**src/rtl/wide_add_sequencer.sv**
```systemverilog
`default_nettype none
// +----------------------------------------------------------------------------+
// | Module      : wide_add_sequencer                                           |
// | Description : Multi-precision add/subtract engine. It computes one SLICE-  |
// |               bit slice per cycle through a shared carry-skip adder.       |
// | Revision    : 1.0 - initial release                                        |
// +----------------------------------------------------------------------------+

module wide_add_sequencer_csa #(
  parameter int WIDTH = 32
) (
  input  logic [WIDTH-1:0] a,
  input  logic [WIDTH-1:0] b,
  input  logic             cin,
  output logic [WIDTH-1:0] sum,
  output logic             cout,
  output logic             overflow
);

  localparam int c_blocks = WIDTH / 4;

  logic [4:0] w_blk;
  logic       w_carry;

  // 4-bit ripple blocks; a fully propagating block passes its carry-in straight through.
  always_comb begin
    w_blk   = '0;
    w_carry = cin;
    sum     = '0;
    for (int i = 0; i < c_blocks; i++) begin
      w_blk = {1'b0, a[i*4 +: 4]} + {1'b0, b[i*4 +: 4]} + {4'b0000, w_carry};
      sum[i*4 +: 4] = w_blk[3:0];
      w_carry = (&(a[i*4 +: 4] ^ b[i*4 +: 4])) ? w_carry : w_blk[4];
    end
    cout     = w_carry;
    overflow = (a[WIDTH-1] ^ b[WIDTH-1] ^ sum[WIDTH-1]) ^ w_carry;
  end

endmodule

module wide_add_sequencer #(
  parameter int SLICE  = 32,
  parameter int SLICES = 4
) (
  input  logic                    clk,
  input  logic                    rst_n,
  input  logic                    in_valid,
  output logic                    in_ready,
  input  logic [SLICE*SLICES-1:0] a,
  input  logic [SLICE*SLICES-1:0] b,
  input  logic                    cin,
  input  logic                    op_sub,
  output logic                    out_valid,
  input  logic                    out_ready,
  output logic [SLICE*SLICES-1:0] sum,
  output logic                    cout,
  output logic                    overflow
);

  localparam int W    = SLICE * SLICES;
  localparam int IDXW = ($clog2(SLICES) < 1) ? 1 : $clog2(SLICES);

  localparam logic [1:0] c_idle = 2'd0;
  localparam logic [1:0] c_run  = 2'd1;
  localparam logic [1:0] c_done = 2'd2;

  localparam logic [IDXW-1:0] c_last = IDXW'(SLICES - 1);

  logic [1:0]      r_state;
  logic [1:0]      w_state_nxt;
  logic [W-1:0]    r_a;
  logic [W-1:0]    r_b;
  logic [W-1:0]    r_sum;
  logic            r_carry;
  logic            r_cout;
  logic            r_ovf;
  logic [IDXW-1:0] r_idx;

  logic [SLICE-1:0] w_csa_sum;
  logic             w_csa_cout;
  logic             w_csa_ovf;

  wide_add_sequencer_csa #(
    .WIDTH (SLICE)
  ) u_csa (
    .a        (r_a[r_idx*SLICE +: SLICE]),
    .b        (r_b[r_idx*SLICE +: SLICE]),
    .cin      (r_carry),
    .sum      (w_csa_sum),
    .cout     (w_csa_cout),
    .overflow (w_csa_ovf)
  );

  always_ff @(posedge clk or negedge rst_n) begin
    if (!rst_n) begin
      r_state <= c_idle;
    end else begin
      r_state <= w_state_nxt;
    end
  end

  always_comb begin
    w_state_nxt = r_state;
    case (r_state)
      c_idle:  if (in_valid) w_state_nxt = c_run;
      c_run:   if (r_idx == c_last) w_state_nxt = c_done;
      c_done:  if (out_ready) w_state_nxt = c_idle;
      default: w_state_nxt = c_idle;
    endcase
  end

  always_comb begin
    in_ready  = (r_state == c_idle);
    out_valid = (r_state == c_done);
  end

  // Subtraction is folded into the add: B is stored inverted and the carry seeded with 1.
  always_ff @(posedge clk or negedge rst_n) begin
    if (!rst_n) begin
      r_a     <= '0;
      r_b     <= '0;
      r_sum   <= '0;
      r_carry <= 1'b0;
      r_cout  <= 1'b0;
      r_ovf   <= 1'b0;
      r_idx   <= '0;
    end else if (r_state == c_idle) begin
      if (in_valid) begin
        r_a     <= a;
        r_b     <= op_sub ? ~b : b;
        r_carry <= op_sub | cin;
        r_idx   <= '0;
      end
    end else if (r_state == c_run) begin
      r_sum[r_idx*SLICE +: SLICE] <= w_csa_sum;
      r_carry                     <= w_csa_cout;
      if (r_idx == c_last) begin
        r_cout <= w_csa_cout;
        r_ovf  <= w_csa_ovf;
      end else begin
        r_idx <= r_idx + IDXW'(1);
      end
    end
  end

  assign sum      = r_sum;
  assign cout     = r_cout;
  assign overflow = r_ovf;

endmodule

`default_nettype wire

```
**config.mk**
```make
export PLATFORM = sky130hd
export DESIGN_NAME = wide_add_sequencer
export DESIGN_NICKNAME = d
export VERILOG_FILES = /design/src/rtl/wide_add_sequencer.sv
export SDC_FILE = /design/constraint.sdc
export NUM_CORES = 1
export LEC_CHECK = 0
export BUFFER_PORTS_ARGS = -buffer_cell sky130_fd_sc_hd__buf_2
export CAP_MARGIN = 20
export CORE_UTILIZATION = 55
export DETAILED_ROUTE_END_ITERATION = 10
export MAX_ROUTING_LAYER = met4
export PLACE_DENSITY = 0.81
export SYNTH_ARGS = -nofsm -noshare
export SYNTH_HDL_FRONTEND = slang
export SYNTH_SLANG_ARGS = --single-unit
```
**constraint.sdc**
```tcl
create_clock -name clk -period 16 [get_ports clk]
set_input_delay 1.6 -clock clk [delete_from_list [all_inputs] [get_ports clk]]
set_output_delay 1.6 -clock clk [all_outputs]
set_load 0.02 [all_outputs]
```
==> flow_metrics.tcl <==
set metrics [dict create \
    dp_cells 2257 \
    period_minus_slack_ns 13.03 \
    finalSetupTns_ns 0 \
    grt_usage 0.299 \
    cp_common_cell "fa_1" \
    rsz0062_at_grt "no" \
    yosysSeqAreaShare 0.536 \
    dr.pass1.iters 7 \
    cts_root_buf "clkbuf_16" \
    clock_sinks 391 \
    ys_ff_latch 391 \
    p_per_area_nw_per_um2 265 \
    crit_type "register to register" \
    start_util 0.559 \
    grt-ovfl-total 0 \
    cts-htree-levels 2 \
    hpwlAfterDp_um 34600 \
    synth_edf_count 0 \
    skew_ns 0.0205 \
    synth_top_area_cell "dfrtp_1" \
    final_cell_area_um2 21900 \
    crit_path_start_kind "register" \
    syn2layout_area_growth_pct 20.1 \
    grt_pass1_wl_um 74400 \
    finalHoldViolations 0 \
    die-area_um2 33900 \
    cts_resized 0 \
    antenna_left 0 \
    synth_area_leaders "dfrtp_1, mux2_2, mux4_2" \
    tightest_slew_ns 1.09 \
    cts_tree "yes" \
    core-area_um2 32600 \
    yosysWarnings 0 \
    crit_slowest_cell "dfrtp_4" \
    max_freq_ghz 0.0767 \
    post-cts-setup-buffer-count 0 \
    drive_above_1_share 0.356 \
    postSynth.asyncResetShare 1.00 \
    ioPinCount 394 \
    yosys_most_used_dff "dfrtp_1" \
    fill_cells 2376 \
    cts_buffer_depth 3 \
    syn_nets 1821 \
    synth.distinct_cells 45 \
    cts_buffers 39 \
    p_leak_nw 10.1 \
    slowest_delay_ns 0.87 \
    cp_max_fo 34 \
    io_buffer_count 393 \
    insertion_delay_ns 0.52 \
    worstSetupEndpointType "register" \
    arrival_ns 13.44 \
    dpl_cell_area_um2 20500 \
    synthCells 1505 \
    grt_pass1_vias 13100 \
    vias 13200 \
    drt_iter0_markers 880 \
    p_total_w 0.00580 \
    grt_max_degree 194 \
    cts_hold_buf 0 \
    finalMaxSlewViolations 0 \
    status "finished, final reports clean" \
    syn-cell-area_um2 18200 \
    max_slew_margin 0.269 \
    rows 66 \
    die_h_um 184 \
    die_w_um 184 \
    final_cells 2339 \
    antenna_found_initial 11 \
    synth_top_area_frac 0.536 \
    worst_hold_path_type "register to register" \
    cap_violations 0 \
    cp.required_ns 16.40 \
    path_clk_slew_ns 0.06 \
    final-setup-viol-count 0 \
    vias_per_cell 5.64 \
    ir_drop_mv 0.165 \
    drt-total-wl_um 48300 \
    gp_congestion 0.921 \
    drc 0 \
    avgSynthCellArea_um2 12.1 \
    post_drt_wl_per_cell_um 20.6 \
    finalNetCount 2175 \
    fin_crit_sh 0.815 \
]
==> layer usage <==
metal	GRT usage	routed length [um]	part of all wire
met1	0.412	20800	0.43
met2	0.454	22400	0.46
met3	0.0496	3610	0.075
met4	0.104	1540	0.032
met5	-	0	0
==> kinds of logic after synthesis <==
group	synth area share
xor gates and xnor gates	0.0691
AOI/OAI and AO/OA	0.0957
buffers and inverters	0.0311
and+or+nand+nor	0.0638
muxes	0.161
adders and majority gates	0.0436
DFF	0.536
==> final timing paths <==
| path | start | end | slack, ns | cells past startpoint |
|---|---|---|---|---|
| min in group asynchronous | rst_n | sum[113] | 1.13 | 1 |
| worst max-delay path | r_idx[0] | overflow | 2.97 | 52 |
| worst max register to register | r_idx[0] | overflow | 2.97 | 52 |
| max in group asynchronous | rst_n | r_b[11] | 13.29 | 2 |
| worst min-delay path | sum[116] | sum[116] | 0.48 | 2 |
| worst min register to register | sum[116] | sum[116] | 0.48 | 2 |
==> layout make-up <==
| cell class | instances | area (um^2) | share of cell area |
|---|---|---|---|
| antenna | 11 | 27.5 | 0.00126 |
| clock buffer | 57 | 1150 | 0.0523 |
| clock inverter | 11 | 190 | 0.00868 |
| inverter | 43 | 161 | 0.00736 |
| multi-input combinational | 976 | 7900 | 0.360 |
| sequential | 391 | 9790 | 0.447 |
| tap | 442 | 553 | 0.0252 |
| timing repair buffer | 408 | 2150 | 0.0980 |
==> sequential cells by signal, summed over array words and instances (netlist names) <==
| name | flops |
|---|---|
| cout | 1 |
| r_idx | 2 |
| r_state | 2 |
| r_a | 128 |
| r_carry | 1 |
| sum | 128 |
| r_b | 128 |
| overflow | 1 |
==> worst max-delay path, delay by kind of cell (launching register included) <==
kind	cells	cell delay, ns
AND/OR/NAND/NOR	12	1.67
multiplexers	2	0.68
buffers and inverters	4	0.31
AO/OA/AOI/OAI	18	2.83
adder cells (fa/ha/maj)	16	6.54
flip-flops	1	0.87
==> through the flow <==
step	utilization	hold WS (ns)	setup WS, ns
floorplan	-	0.475	4.03
global placement	0.628	0.456	3.53
detailed placement	0.628	0.465	3.02
CTS	0.669	0.479	2.93
global route	0.672	0.496	2.29
finish	0.672	0.476	2.97
==> cells in the final DEF, fill, tap and decap left out, types with 3 or more instances in the layout <==
cell type and instances:
xnor2_1 137, o21ai_0 98, xor2_1 7, nand4_1 9
mux2_2 130, nand2b_1 3, a21oi_1 140, dfrtp_1 389
clkbuf_1 10, buf_4 11, nand2_1 100, nor2b_1 9
a22o_1 43, fa_1 16, mux4_2 64, nor2_1 144
clkbuf_16 41, inv_1 43, a21o_1 10, clkbuf_8 6
clkinv_2 3, ha_1 38, bufinv_16 5, buf_2 391
diode_2 11
==> cells in the mapped netlist (9+ instances only) <==
master	n
clkbuf_1	52
a22o_1	43
o21ai_0	98
buf_2	36
mux2_2	130
a21o_1	10
nor2b_1	9
mux4_2	64
nor2_1	144
dfrtp_1	391
nand4_1	9
nand2_1	100
a21oi_1	140
fa_1	16
xnor2_1	137
inv_1	43
ha_1	38
==> report_power, final <==
part	total [W]	leakage, nW	switching (W)	internal, W
logic	0.00314	4.71	0.00189	0.00125
registers	0.00171	4.76	0.000281	0.00143
clock network	0.000956	0.651	0.000379	0.000578
total	0.00580	10.1	0.00255	0.00325
Note: power is estimated with default switching activity, not from simulation.
